### src/rtl/pipelined_mac_unit_if.sv
// Operand/result stream bundle for pipelined_mac_unit.
// Ports: slave side = MAC unit (consumes operand beats, produces results);
//        master side = producer of operands and consumer of results.
interface pipelined_mac_unit_if #(
  parameter int WIDTH     = 8,
  parameter int ACC_WIDTH = 32
);
  logic                 In_Valid;
  logic                 In_Ready;
  logic [WIDTH-1:0]     In_1;
  logic [WIDTH-1:0]     In_2;
  logic                 Sign;
  logic                 Mode;
  logic                 Acc_Clear;
  logic                 Acc_Last;
  logic                 Out_Valid;
  logic                 Out_Ready;
  logic [ACC_WIDTH-1:0] Result;
  logic                 Overflow;

  modport master (
    output In_Valid, In_1, In_2, Sign, Mode, Acc_Clear, Acc_Last, Out_Ready,
    input  In_Ready, Out_Valid, Result, Overflow
  );

  modport slave (
    input  In_Valid, In_1, In_2, Sign, Mode, Acc_Clear, Acc_Last, Out_Ready,
    output In_Ready, Out_Valid, Result, Overflow
  );
endinterface

### src/rtl/pipelined_mac_unit.sv
// Pipelined multiply-accumulate: WIDTHxWIDTH product or two-lane half-width dot product, summed into ACC_WIDTH.
// Latency: accepted Last beat -> Out_Valid MUL_STAGES+1 cycles later; one beat per cycle throughput.
// Backpressure: a held, unaccepted result freezes the whole pipe and drops In_Ready.
// Ports: Clk, Rst (sync, active-high); io = slave side of pipelined_mac_unit_if
//        (operand stream In_*/Sign/Mode/Acc_Clear/Acc_Last, result stream Out_Valid/Out_Ready/Result/Overflow).
module pipelined_mac_unit #(
  parameter int WIDTH      = 8,
  parameter int ACC_WIDTH  = 32,
  parameter int MUL_STAGES = 2
) (
  input  logic Clk,
  input  logic Rst,
  pipelined_mac_unit_if.slave io
);

  localparam int H = WIDTH / 2;

  typedef struct packed {
    logic [ACC_WIDTH-1:0] prod;
    logic                 sign;
    logic                 clear;
    logic                 last;
    logic                 vld;
  } stage_t;

  // Widen a product of width n (n <= 2*WIDTH) to ACC_WIDTH, sign- or zero-filled.
  function automatic logic [ACC_WIDTH-1:0] ext_acc(input logic [2*WIDTH-1:0] v,
                                                  input int n, input logic msb,
                                                  input logic s);
    logic [ACC_WIDTH-1:0] keep;
    keep = (ACC_WIDTH'(1) << n) - ACC_WIDTH'(1);
    return (ACC_WIDTH'(v) & keep) | ((s && msb) ? ~keep : '0);
  endfunction

  logic stall;
  assign stall       = io.Out_Valid && !io.Out_Ready;
  assign io.In_Ready = !Rst && !stall;

  // Product generation. Operands get one extra bit carrying the sign (or a
  // zero for unsigned), so a single signed multiplier covers both modes and
  // -2^(W-1) * -2^(W-1) stays exact.
  logic signed [WIDTH:0]     op_a, op_b;
  logic signed [2*WIDTH-1:0] full_p;
  logic signed [H:0]         lo_a, lo_b, hi_a, hi_b;
  logic signed [WIDTH:0]     dot;
  logic [2*WIDTH-1:0]        raw;
  logic [ACC_WIDTH-1:0]      prod;

  always_comb begin
    op_a   = {io.Sign & io.In_1[WIDTH-1], io.In_1};
    op_b   = {io.Sign & io.In_2[WIDTH-1], io.In_2};
    full_p = (2*WIDTH)'(op_a) * (2*WIDTH)'(op_b);
    lo_a   = {io.Sign & io.In_1[H-1],     io.In_1[H-1:0]};
    lo_b   = {io.Sign & io.In_2[H-1],     io.In_2[H-1:0]};
    hi_a   = {io.Sign & io.In_1[WIDTH-1], io.In_1[WIDTH-1:H]};
    hi_b   = {io.Sign & io.In_2[WIDTH-1], io.In_2[WIDTH-1:H]};
    // Two lane products summed in WIDTH+1 bits: enough for the unsigned
    // maximum and the full signed range.
    dot    = (WIDTH+1)'(lo_a) * (WIDTH+1)'(lo_b) + (WIDTH+1)'(hi_a) * (WIDTH+1)'(hi_b);
    raw    = io.Mode ? (2*WIDTH)'($unsigned(dot)) : $unsigned(full_p);
    prod   = io.Mode ? ext_acc(raw, WIDTH + 1, dot[WIDTH], io.Sign)
                     : ext_acc(raw, 2 * WIDTH, full_p[2*WIDTH-1], io.Sign);
  end

  // Multiplier stages: shift only when the output is not blocked.
  stage_t stg [MUL_STAGES];
  stage_t tail;
  assign tail = stg[MUL_STAGES-1];

  always_ff @(posedge Clk) begin
    if (Rst) begin
      for (int i = 0; i < MUL_STAGES; i++) stg[i] <= '0;
    end else if (!stall) begin
      stg[0] <= '{prod: prod, sign: io.Sign, clear: io.Acc_Clear,
                  last: io.Acc_Last, vld: io.In_Valid && io.In_Ready};
      for (int i = 1; i < MUL_STAGES; i++) stg[i] <= stg[i-1];
    end
  end

  // Accumulate / output stage.
  logic [ACC_WIDTH:0]   sum;
  logic [ACC_WIDTH-1:0] acc_q, acc_next;
  logic                 ovf_q, ovf_next, add_ovf;

  always_comb begin
    sum = {1'b0, acc_q} + {1'b0, tail.prod};
    // Signed: operands agree in sign but the sum does not. Unsigned: carry out.
    if (tail.sign)
      add_ovf = (acc_q[ACC_WIDTH-1] == tail.prod[ACC_WIDTH-1]) &&
                (sum[ACC_WIDTH-1] != acc_q[ACC_WIDTH-1]);
    else
      add_ovf = sum[ACC_WIDTH];
    acc_next = tail.clear ? tail.prod : sum[ACC_WIDTH-1:0];
    ovf_next = tail.clear ? 1'b0 : (ovf_q | add_ovf);
  end

  always_ff @(posedge Clk) begin
    if (Rst) begin
      acc_q        <= '0;
      ovf_q        <= 1'b0;
      io.Out_Valid <= 1'b0;
      io.Result    <= '0;
      io.Overflow  <= 1'b0;
    end else if (!stall) begin
      if (tail.vld) begin
        acc_q <= acc_next;
        ovf_q <= ovf_next;
      end
      // A new result may replace the one being taken in the same cycle.
      if (tail.vld && tail.last) begin
        io.Out_Valid <= 1'b1;
        io.Result    <= acc_next;
        io.Overflow  <= ovf_next;
      end else if (io.Out_Ready) begin
        io.Out_Valid <= 1'b0;
      end
    end
  end

endmodule

### src/flat_wrapper.sv
// flat-port wrapper written by rule: the top's interface ports become plain ports
module pipelined_mac_unit_flat 
#(
  parameter int WIDTH      = 8,
  parameter int ACC_WIDTH  = 32,
  parameter int MUL_STAGES = 2
)
  (Clk, Rst, io_In_Valid, io_In_1, io_In_2, io_Sign, io_Mode, io_Acc_Clear, io_Acc_Last, io_Out_Ready, io_In_Ready, io_Out_Valid, io_Result, io_Overflow);
  pipelined_mac_unit_if #(.WIDTH(WIDTH), .ACC_WIDTH(ACC_WIDTH)) io_i ();
  input  logic Clk;
  input  logic Rst;
  input wire logic [$bits(io_i.In_Valid)-1:0] io_In_Valid;
  input wire logic [$bits(io_i.In_1)-1:0] io_In_1;
  input wire logic [$bits(io_i.In_2)-1:0] io_In_2;
  input wire logic [$bits(io_i.Sign)-1:0] io_Sign;
  input wire logic [$bits(io_i.Mode)-1:0] io_Mode;
  input wire logic [$bits(io_i.Acc_Clear)-1:0] io_Acc_Clear;
  input wire logic [$bits(io_i.Acc_Last)-1:0] io_Acc_Last;
  input wire logic [$bits(io_i.Out_Ready)-1:0] io_Out_Ready;
  output wire logic [$bits(io_i.In_Ready)-1:0] io_In_Ready;
  output wire logic [$bits(io_i.Out_Valid)-1:0] io_Out_Valid;
  output wire logic [$bits(io_i.Result)-1:0] io_Result;
  output wire logic [$bits(io_i.Overflow)-1:0] io_Overflow;
  assign io_i.In_Valid = io_In_Valid;
  assign io_i.In_1 = io_In_1;
  assign io_i.In_2 = io_In_2;
  assign io_i.Sign = io_Sign;
  assign io_i.Mode = io_Mode;
  assign io_i.Acc_Clear = io_Acc_Clear;
  assign io_i.Acc_Last = io_Acc_Last;
  assign io_i.Out_Ready = io_Out_Ready;
  assign io_In_Ready = io_i.In_Ready;
  assign io_Out_Valid = io_i.Out_Valid;
  assign io_Result = io_i.Result;
  assign io_Overflow = io_i.Overflow;
  pipelined_mac_unit #(.WIDTH(WIDTH), .ACC_WIDTH(ACC_WIDTH), .MUL_STAGES(MUL_STAGES)) u_core (.Clk(Clk), .Rst(Rst), .io(io_i));
endmodule
### config.mk
export PLATFORM = sky130hd
export DESIGN_NAME = pipelined_mac_unit_flat
export DESIGN_NICKNAME = d
export VERILOG_FILES = /design/src/rtl/pipelined_mac_unit_if.sv /design/src/rtl/pipelined_mac_unit.sv /design/src/flat_wrapper.sv
export SDC_FILE = /design/constraint.sdc
export NUM_CORES = 1
export LEC_CHECK = 0
export CAP_MARGIN = 10
export CORE_MARGIN = 2
export CORE_UTILIZATION = 48
export CTS_BUF_LIST = sky130_fd_sc_hd__clkbuf_8 sky130_fd_sc_hd__clkbuf_16
export CTS_CLUSTER_SIZE = 25
export DETAILED_ROUTE_END_ITERATION = 16
export PLACE_DENSITY = 0.75
export SLEW_MARGIN = 20
export SYNTH_ARGS = -nofsm -noshare
export SYNTH_HDL_FRONTEND = slang
export SYNTH_SLANG_ARGS = --single-unit
### constraint.sdc
create_clock -name Clk -period 8.51 [get_ports Clk]
set_input_delay 1.702 -clock Clk [delete_from_list [all_inputs] [get_ports Clk]]
set_output_delay 1.702 -clock Clk [all_outputs]
set_load 0.02 [all_outputs]
# Word level (Yosys, flattened, before mapping)
# Memories as Yosys holds them, arrays and structs flattened.
# Index checks and enable logic that the tools add are counted.
dict set report totals {
  reg_bits 67
  mem_bits_rw 72
  in_bits 24
  output_inout_bits 35
  word_cells 53
  n_memories 1
}
# memory depth word_bits read_ports rd_ports_with_merged_regs write_ports line
set memory_table {}
lappend memory_table {u_core.stg 2 36 2 0 2 pipelined_mac_unit.sv:66} ;# stage_t stg [MUL_STAGES];
dict set report classes {
  add_sub_neg 2
  mul 3
  n_eq_ne 2
  muxes 16
  bitwise 10
  n_reduce_logical 14
}
# operator n
set op_table {}
lappend op_table {{2-to-1 mux 32 bit} 4}
lappend op_table {{2-to-1 mux 36 bit} 2}
lappend op_table {{adder 32 x 32 -> 33 bit} 1}
lappend op_table {{bitwise OR 16 x 32 -> 32 bit} 1}
lappend op_table {{bitwise OR 9 x 32 -> 32 bit} 1}
lappend op_table {{multiplier 5 x 5 -> 9 bit} 2}
lappend op_table {{multiplier 9 x 9 -> 16 bit} 1}
lappend op_table {{2-to-1 mux 16 bit} 1}
lappend op_table {{adder 9 bit} 1}
lappend op_table {{2-to-1 mux 1 bit} 9}
lappend op_table {{logical AND 1 bit} 7}
lappend op_table {{AND reduction 2 bit} 3}
lappend op_table {{AND 1 bit} 4}
lappend op_table {{zero test 1 bit} 3}
lappend op_table {{bitwise OR 1 bit} 3}
lappend op_table {{nonzero test 2 bit} 1}
lappend op_table {{== test 1 bit} 1}
lappend op_table {{inequality test 1 bit} 1}
lappend op_table {{inverter 1 bit} 1}

# Longest topological paths before layout
# Gate-level depths: netlist of the first run.
dict set report logic_depth {
  word_depth 8
  depth_mapped 22
  ltp_nobuf 22
}

# Worst setup path before layout of the first run
# Ideal clock, no wire load.
dict set report synth_path {
  kind {in2reg}
  startpoint {in io_In_2[7]}
  endpoint {mem u_core.stg[0][19] in the netlist's numbering, data pin}
  setup_time_ps 255
  t_arrival_ps 6699
  required_time_ps 8255
  setup_slack_ps 1556
  cell_stages 20
  path_buffers 1
  path_cell_list {clkbuf_1 -> nand2_1 -> or2_2 -> fa_1 -> fa_1 -> inv_1 -> fa_1 -> fa_1 -> inv_1 -> fa_1 -> inv_1 -> ha_1 -> a21o_1 -> a21oi_1 -> o21bai_1 -> a21oi_1 -> xnor2_1 -> nand3_1 -> o21ai_0 -> and2_1}
}
# element line
set synth_lines {}
lappend synth_lines {{from (decl)} flat_wrapper.sv:14} ;# input wire logic [$bits(io_i.In_2)-1:0] io_In_2;
lappend synth_lines {{to (decl)} pipelined_mac_unit.sv:66}

==> metrics.md, run 1 <==
| Metric | Value |
|---|---|
| Total wire length | 23,100 µm |
| Clock Latency Late Sink | 0.36 ns |
| Hold Path Depth | 2 |
| Fin crit share | 87.0% |
| Die area | 23,200 µm² |
| Fmax achieved | 135 MHz |
| Clock sink total | 109 |
| Die Y | 152 µm |
| Critical path, cell by cell | clkdlybuf4s50_1 > nand2_1 > inv_1 > nand2_1 > inv_1 > fa_1 > inv_1 > fa_1 > inv_1 > fa_1 > fa_1 > inv_1 > fa_1 > inv_1 > ha_1 > a21o_1 > a21oi_1 > o21bai_1 > a21oi_1 > xnor2_1 > nand3_1 > o21ai_0 > and2_1 |
| Die X | 152 µm |
| Multiplexer share of the synthesized area | 1.93% |
| I/O pin count | 59 |
| Non-filler cells, final | 1,480 |
| Reg2reg end | u_core.io.Result[30]$_SDFFE_PP0P_ |
| Crit end category | register |
| Clock Pin Slew Worst Setup and Hold Paths | 0.07 ns |
| DR pass1 iterations | 5 |
| Gpl congestion | 0.890 |
| Synth warn | 0 |
| Synth Cell Area | 10,600 µm² |
| Depth of the CTS H-tree | 3 |
| Core area | 21,700 µm² |
| CTS root buf | clkbuf_16 |
| Pre-CTS setup slack | 0.757 ns |
| Worst-Margin Slew | 0.981 ns |
| Synth unique cells | 69 |
| Initial drt markers | 454 |
| Worst VDD drop | 0.125 mV |
| HP Class | register to register |
| Vias in the first global route | 8,116 |
| Critical path launch point type | input pin |
| CTS tree | built |
| Slowest stage cell, crit path | clkdlybuf4s50_1 |
| GRT Util Overall | 20.1% |
| CTS resizes | 0 |
| Final setup TNS | 0 ns |
| Post-synthesis cell count | 1,168 |
| Clock tree buffer depth | 2 |
| Largest family of logic cells by synthesized area | adder cells |
| Cell mode on critical path | inv_1 |
| RSZ-0062 raised after global routing | false |
| Layout cells sized above 1 | 4.17% |
| Leakage | 5.30 nW |
| Area fraction in compound gates after synthesis | 15.4% |
| Fin util | 53.4% |
| Port bufs | 58 |
| Worst flop-to-flop path startpoint | u_core.stg[0][70]$_SDFFCE_PN0P_ |
| Syn-to-layout area delta | 9.73% |
| Worst-path maximum fanout | 8 |
| Post-DRT Antenna Nets | 0 |
| Hold_buf cts | 0 |
| Synth Area in XOR/XNOR | 3.91% |
| Final Hold Fails | 0 |
| # diodes | 0 |
| Hold Crit Start | u_core.io.Result[7]$_SDFFE_PP0P_ |
| Adder-cell share of the synthesized area | 30.1% |
| Normalized max-slew margin | 34.6% |
| PwrDens | 208 nW/µm² |
| Flop2flop setup slack | 5.36 ns |
| Gr ovfl total | 0 |
| Data required, critical path | 8.63 ns |
| Initial antenna violation count | 0 |
| Initial Util | 48.7% |
| CP max stage delay | 0.56 ns |
| DRC viols | 0 |
| Maxcap violations | 0 |
| # rows | 54 |
| Via count | 8,108 |
| Syn avg cell area | 9.04 µm² |
| WHS Endpoint | u_core.io.Result[7]$_SDFFE_PP0P_ |
| Slew Viols, Final | 0 |
| Via density | 5.48 |
| Critical path's top delay family | adder cells |
| Post-layout nets | 1,412 |
| Post-synth top flop | dfxtp_1 |
| Largest net degree at the start of global routing | 72 |
| Synth Register Bits | 109 |
| Final setup fails | 0 |
| Placed cell count | 1,464 |
| Critical path type | input pin to register |
| Global-route wire length before repair | 38,500 µm |
| Clk_skew | 0.00932 ns |
| Syn nets | 1,385 |
| Critical Path AT | 7.52 ns |
| Final min period | 7.40 ns |
| Setup bufs post-CTS | 0 |
| Post-Synth Simple-Gate Area | 16.0% |
| EDFF count, synth | 42 |
| Reg2reg path depth | 9 |
| Fraction of synthesis flops using an asynchronous set or reset pin | 0% |
| Status | completed |
| Drt wl/cell | 15.6 µm |
| Worst setup margin | 1.11 ns |
| Total CTS buffers | 9 |
| DPL Wire Length | 18,100 µm |
| Sequential area share after synthesis | 24.7% |
| Worst Path Buf+Inv | 7 |
worst min-delay path: cells and delay by family, from the launching register on:
kind / cells / cell delay, ns
AO/OA/AOI/OAI: 1 / 0.05
flip-flops: 1 / 0.32
AND/OR/NAND/NOR: 1 / 0.05
layout by cell type, fill, tap and decap left out, drive strengths merged, types with 38 or more instances in the layout:
cell	instances
dfxtp	67
edfxtp	42
a211oi	49
nand2	96
o21ai	38
fa	101
inv	165
and2	59
clkdlybuf4s50	57
ha	92
a21oi	58
nor2	112
Yosys cell counts (all sizes together), types with 4 or more instances:
library cell / instances / area [µm²]
a211oi: 49 / 368
a21o: 16 / 120
a21oi: 58 / 305
a31oi: 7 / 43.8
and2: 59 / 369
and3: 10 / 63.8
buf: 9 / 48.8
clkbuf: 42 / 199
dfxtp: 67 / 1340
edfxtp: 42 / 1260
fa: 101 / 2020
ha: 92 / 1150
inv: 161 / 604
mux2i: 17 / 170
nand2: 96 / 360
nand2b: 7 / 43.8
nand3: 19 / 95.1
nand4: 5 / 31.3
nor2: 112 / 420
nor3: 20 / 100
o211ai: 8 / 83.8
o21a: 17 / 129
o21ai: 38 / 194
o21bai: 12 / 90.1
o31ai: 4 / 35.0
or2: 8 / 50.1
or3: 9 / 56.3
xnor2: 34 / 298
xor2: 8 / 70.1
stage by stage:
step           cell area, µm²  power (W)  hold slack (ns)
2_1_floorplan           10600    0.00170            0.441
3_5_place_dp            11300    0.00200            0.456
4_1_cts                 11600    0.00242            0.466
5_1_grt                 11600    0.00263            0.494
3_3_place_gp            11300    0.00196            0.450
6_report                11600    0.00241            0.463
per-layer routing:
| layer | part of all wire [%] | GRT usage [%] | wire length [µm] |
|---|---|---|---|
| met1 | 43 | 24.6 | 9810 |
| met2 | 51 | 36.4 | 11600 |
| met3 | 4.1 | 2.08 | 942 |
| met4 | 2.9 | 7.83 | 663 |
| met5 | 0 | 0 | 0 |
cell families after synthesis:
group | count (synthesis)
DFF | 109
xor gates and xnor gates | 44
AOI/OAI and AO/OA | 233
adders and majority gates | 193
muxes | 20
and+or+nand+nor | 357
buffers and inverters | 212
layout make-up:
cell class,count,area (µm²)
sequential,109,2600
inverter,161,604
fill,1975,10100
clock buffer,9,225
tap,280,350
multi-input combinational,847,7100
timing repair buffer,67,643
clock inverter,7,56.3
sequential cells by signal, summed over array words and instances (netlist names):
signal and cells:
u_core.acc_q 32, u_core.io.Out_Valid 1, u_core.io.Overflow 1, u_core.ovf_q 1, u_core.io.Result 32, u_core.stg 42
power breakdown:
part           total (W)  internal [W]  switching (W)
clock network   0.000404      0.000203       0.000201
logic            0.00136      0.000589       0.000772
registers       0.000642      0.000614      0.0000286
total            0.00241       0.00141        0.00100
worst max path at each step:
stage / cells after the start / end / slack (ns) / from
finish: 23 / u_core.stg[0][19]$_SDFFCE_PN0P_ / 1.11 / io_In_2[4]
global route: 19 / u_core.stg[0][19]$_SDFFCE_PN0P_ / 0.80 / io_In_1[3]
CTS: 23 / u_core.stg[0][19]$_SDFFCE_PN0P_ / 1.12 / io_In_2[4]
detailed placement: 23 / u_core.stg[0][19]$_SDFFCE_PN0P_ / 0.76 / io_In_2[4]
global placement: 23 / u_core.stg[0][19]$_SDFFCE_PN0P_ / 0.91 / io_In_2[4]
floorplan: 20 / u_core.stg[0][19]$_SDFFCE_PN0P_ / 1.56 / io_In_2[7]
Note: power is estimated with default switching activity, not from simulation.
==> run 2: changes to the inputs <==
CTS_CLUSTER_DIAMETER = 120   (was not set)
clock period = 8.1 ns   (was 8.51 ns; I/O delays follow)
==> metrics.md, run 2 (synthesized netlist as in run 1, its figures left out) <==
| Metric | Value |
|---|---|
| Largest net degree at the start of global routing | 72 (unchanged) |
| Critical path's top delay family | adder cells (unchanged) |
| Worst Path Buf+Inv | 7 (unchanged) |
| HP Class | register to register (unchanged) |
| DRC viols | 0 (unchanged) |
| Core area | 21,700 µm² (unchanged) |
| Final Hold Fails | 0 (unchanged) |
| Clk_skew | 0.0107 ns (was 0.00932 ns) |
| Final min period | 7.34 ns |
| Worst-path maximum fanout | 8 (unchanged) |
| Die Y | 152 µm (unchanged) |
| Most common cell after layout, fill and taps aside | inv_1 (unchanged) |
| Critical path, cell by cell | clkdlybuf4s50_1 > nand2_1 > inv_1 > nand2_1 > inv_1 > fa_1 > inv_1 > fa_1 > inv_1 > fa_1 > fa_1 > inv_1 > fa_1 > inv_1 > ha_1 > a21o_1 > a21oi_1 > o21bai_1 > a21oi_1 > xnor2_1 > nand3_1 > o21ai_0 > and2_1 (unchanged) |
| Die X | 152 µm (unchanged) |
| Critical path type | input pin to register (unchanged) |
| Final setup fails | 0 (unchanged) |
| Hold_buf cts | 0 (unchanged) |
| Status | completed (unchanged) |
| Layout cells sized above 1 | 4.33% (was 4.17%) |
| CTS resizes | 0 (unchanged) |
| Drt wl/cell | 15.5 µm (was 15.6 µm) |
| Depth of the CTS H-tree | 3 (unchanged) |
| Max reg flops | 42 (unchanged) |
| Port bufs | 58 (unchanged) |
| Post-layout nets | 1,414 (was 1,412) |
| Via count | 8,132 (was 8,108) |
| Post-DRT Antenna Nets | 0 (unchanged) |
| DR pass1 iterations | 7 (was 5) |
| Fmax achieved | 136 MHz |
| Clock sink total | 109 (unchanged) |
| Cell mode on critical path | inv_1 (unchanged) |
| CP max stage delay | 0.57 ns (was 0.56 ns) |
| DPL Wire Length | 18,200 µm (was 18,100 µm) |
| Total CTS buffers | 9 (unchanged) |
| Worst VDD drop | 0.140 mV (was 0.125 mV) |
| Via density | 5.48 (about the same) |
| Slew Viols, Final | 0 (unchanged) |
| Data required, critical path | 8.21 ns (was 8.63 ns) |
| I/O pin count | 59 (unchanged) |
| Fillcell total | 1,937 (was 1,975) |
| Critical Path AT | 7.45 ns (was 7.52 ns) |
| Crit end category | register (unchanged) |
| RSZ-0062 raised after global routing | false (unchanged) |
| Vias in the first global route | 8,314 (was 8,116) |
| Syn-to-layout area delta | 10.1% (was 9.73%) |
| Fin crit share | 90.6% |
| CTS tree | built (unchanged) |
| Global-route wire length before repair | 39,200 µm (was 38,500 µm) |
| Placed Instance Area | 11,300 µm² (about the same) |
| Pre-CTS setup slack | 0.407 ns (was 0.757 ns) |
| Hold slack | 0.465 ns (was 0.463 ns) |
| PwrDens | 219 nW/µm² (was 208 nW/µm²) |
| # rows | 54 (unchanged) |
| Worst setup margin | 0.763 ns (was 1.11 ns) |
| Initial Util | 48.7% (unchanged) |
| Normalized max-slew margin | 37.3% (was 34.6%) |
| Total wire length | 23,100 µm (about the same) |
| Setup bufs post-CTS | 0 (unchanged) |
| Clock Pin Slew Worst Setup and Hold Paths | 0.07 ns (about the same) |
| Leakage | 5.32 nW (was 5.30 nW) |
| Gr ovfl total | 0 (unchanged) |
| Slowest stage cell, crit path | clkdlybuf4s50_1 (unchanged) |
| Final setup TNS | 0 ns (unchanged) |
| Maxcap violations | 0 (unchanged) |
| Critical path launch point type | input pin (unchanged) |
| Biggest regs | u_core.stg (42), u_core.acc_q (32), u_core.io.Result (32) (unchanged) |
| Worst-Margin Slew | 0.940 ns (was 0.981 ns) |
| Clock Latency Late Sink | 0.35 ns (was 0.36 ns) |
| Most frequent cells in the layout | inv_1, nor2_1, fa_1, nand2_1, ha_1 (unchanged) |
| Biggest register | u_core.stg (unchanged) |
| CTS root buf | clkbuf_16 (unchanged) |
| GRT Util Overall | 20.2% (was 20.1%) |
| Final Instance Area | 11,600 µm² (about the same) |
| Initial drt markers | 499 (was 454) |
| Gpl congestion | 0.932 (was 0.890) |
| Die area | 23,200 µm² (unchanged) |
| Clock tree buffer depth | 2 (unchanged) |
| Initial antenna violation count | 1 (was 0) |
run 2: worst paths after layout:
path                                                       start                                 to  slack, ns  cells after the start
worst max-delay path                                  io_In_2[4]    u_core.stg[0][19]$_SDFFCE_PN0P_       0.76                     23
worst min-delay path            u_core.io.Result[7]$_SDFFE_PP0P_   u_core.io.Result[7]$_SDFFE_PP0P_       0.47                      2
worst max register to register   u_core.stg[0][70]$_SDFFCE_PN0P_  u_core.io.Result[24]$_SDFFE_PP0P_       4.98                      7
worst min register to register  u_core.io.Result[7]$_SDFFE_PP0P_   u_core.io.Result[7]$_SDFFE_PP0P_       0.47                      2
run 2: power breakdown:
part / internal [W] / total (W) / switching (W)
combinational: 0.000618 / 0.00143 / 0.000814
clock: 0.000220 / 0.000440 / 0.000220
sequential: 0.000644 / 0.000675 / 0.0000303
run 2: area by class of cell:
| type | instances | area (µm²) | area share, % |
|---|---|---|---|
| multi-input cells | 847 | 7100 | 61.1 |
| flip-flops and latches | 109 | 2600 | 22.4 |
| repair buffers | 69 | 658 | 5.66 |
| inverters | 161 | 604 | 5.20 |
| well taps | 280 | 350 | 3.01 |
| clock buffers | 9 | 225 | 1.94 |
| clock inverters | 7 | 75.1 | 0.646 |
| diodes | 1 | 2.50 | 0.0215 |
run 2: per-stage QoR:
| stage | std cells | power [W] | utilization [%] |
|---|---|---|---|
| after global routing | 1483 | 0.00278 | 53.6 |
| after CTS | 1482 | 0.00255 | 53.6 |
| after floorplan | 1168 | 0.00178 | - |
| final | 1483 | 0.00255 | 53.6 |
| after detailed placement | 1466 | 0.00210 | 52.2 |
| after global placement | 1466 | 0.00206 | 52.2 |
run 2: worst reg2reg max path, stage by stage (launching register included):
cell	delay (ns)
edfxtp_1	0.83
ha_1	0.41
a211oi_1	0.44
o211ai_4	0.21
a311oi_4	0.37
o31ai_2	0.18
or4b_1	0.55
o211ai_2	0.08
run 2: layer usage:
layer	vias to the layer above	track usage (%)	part of all wire [%]
li1	3970	-	-
met3	43	2.22	4.5
met2	223	35.7	50
met4	0	7.61	3.1
met1	3896	25.6	43
met5	-	0	0
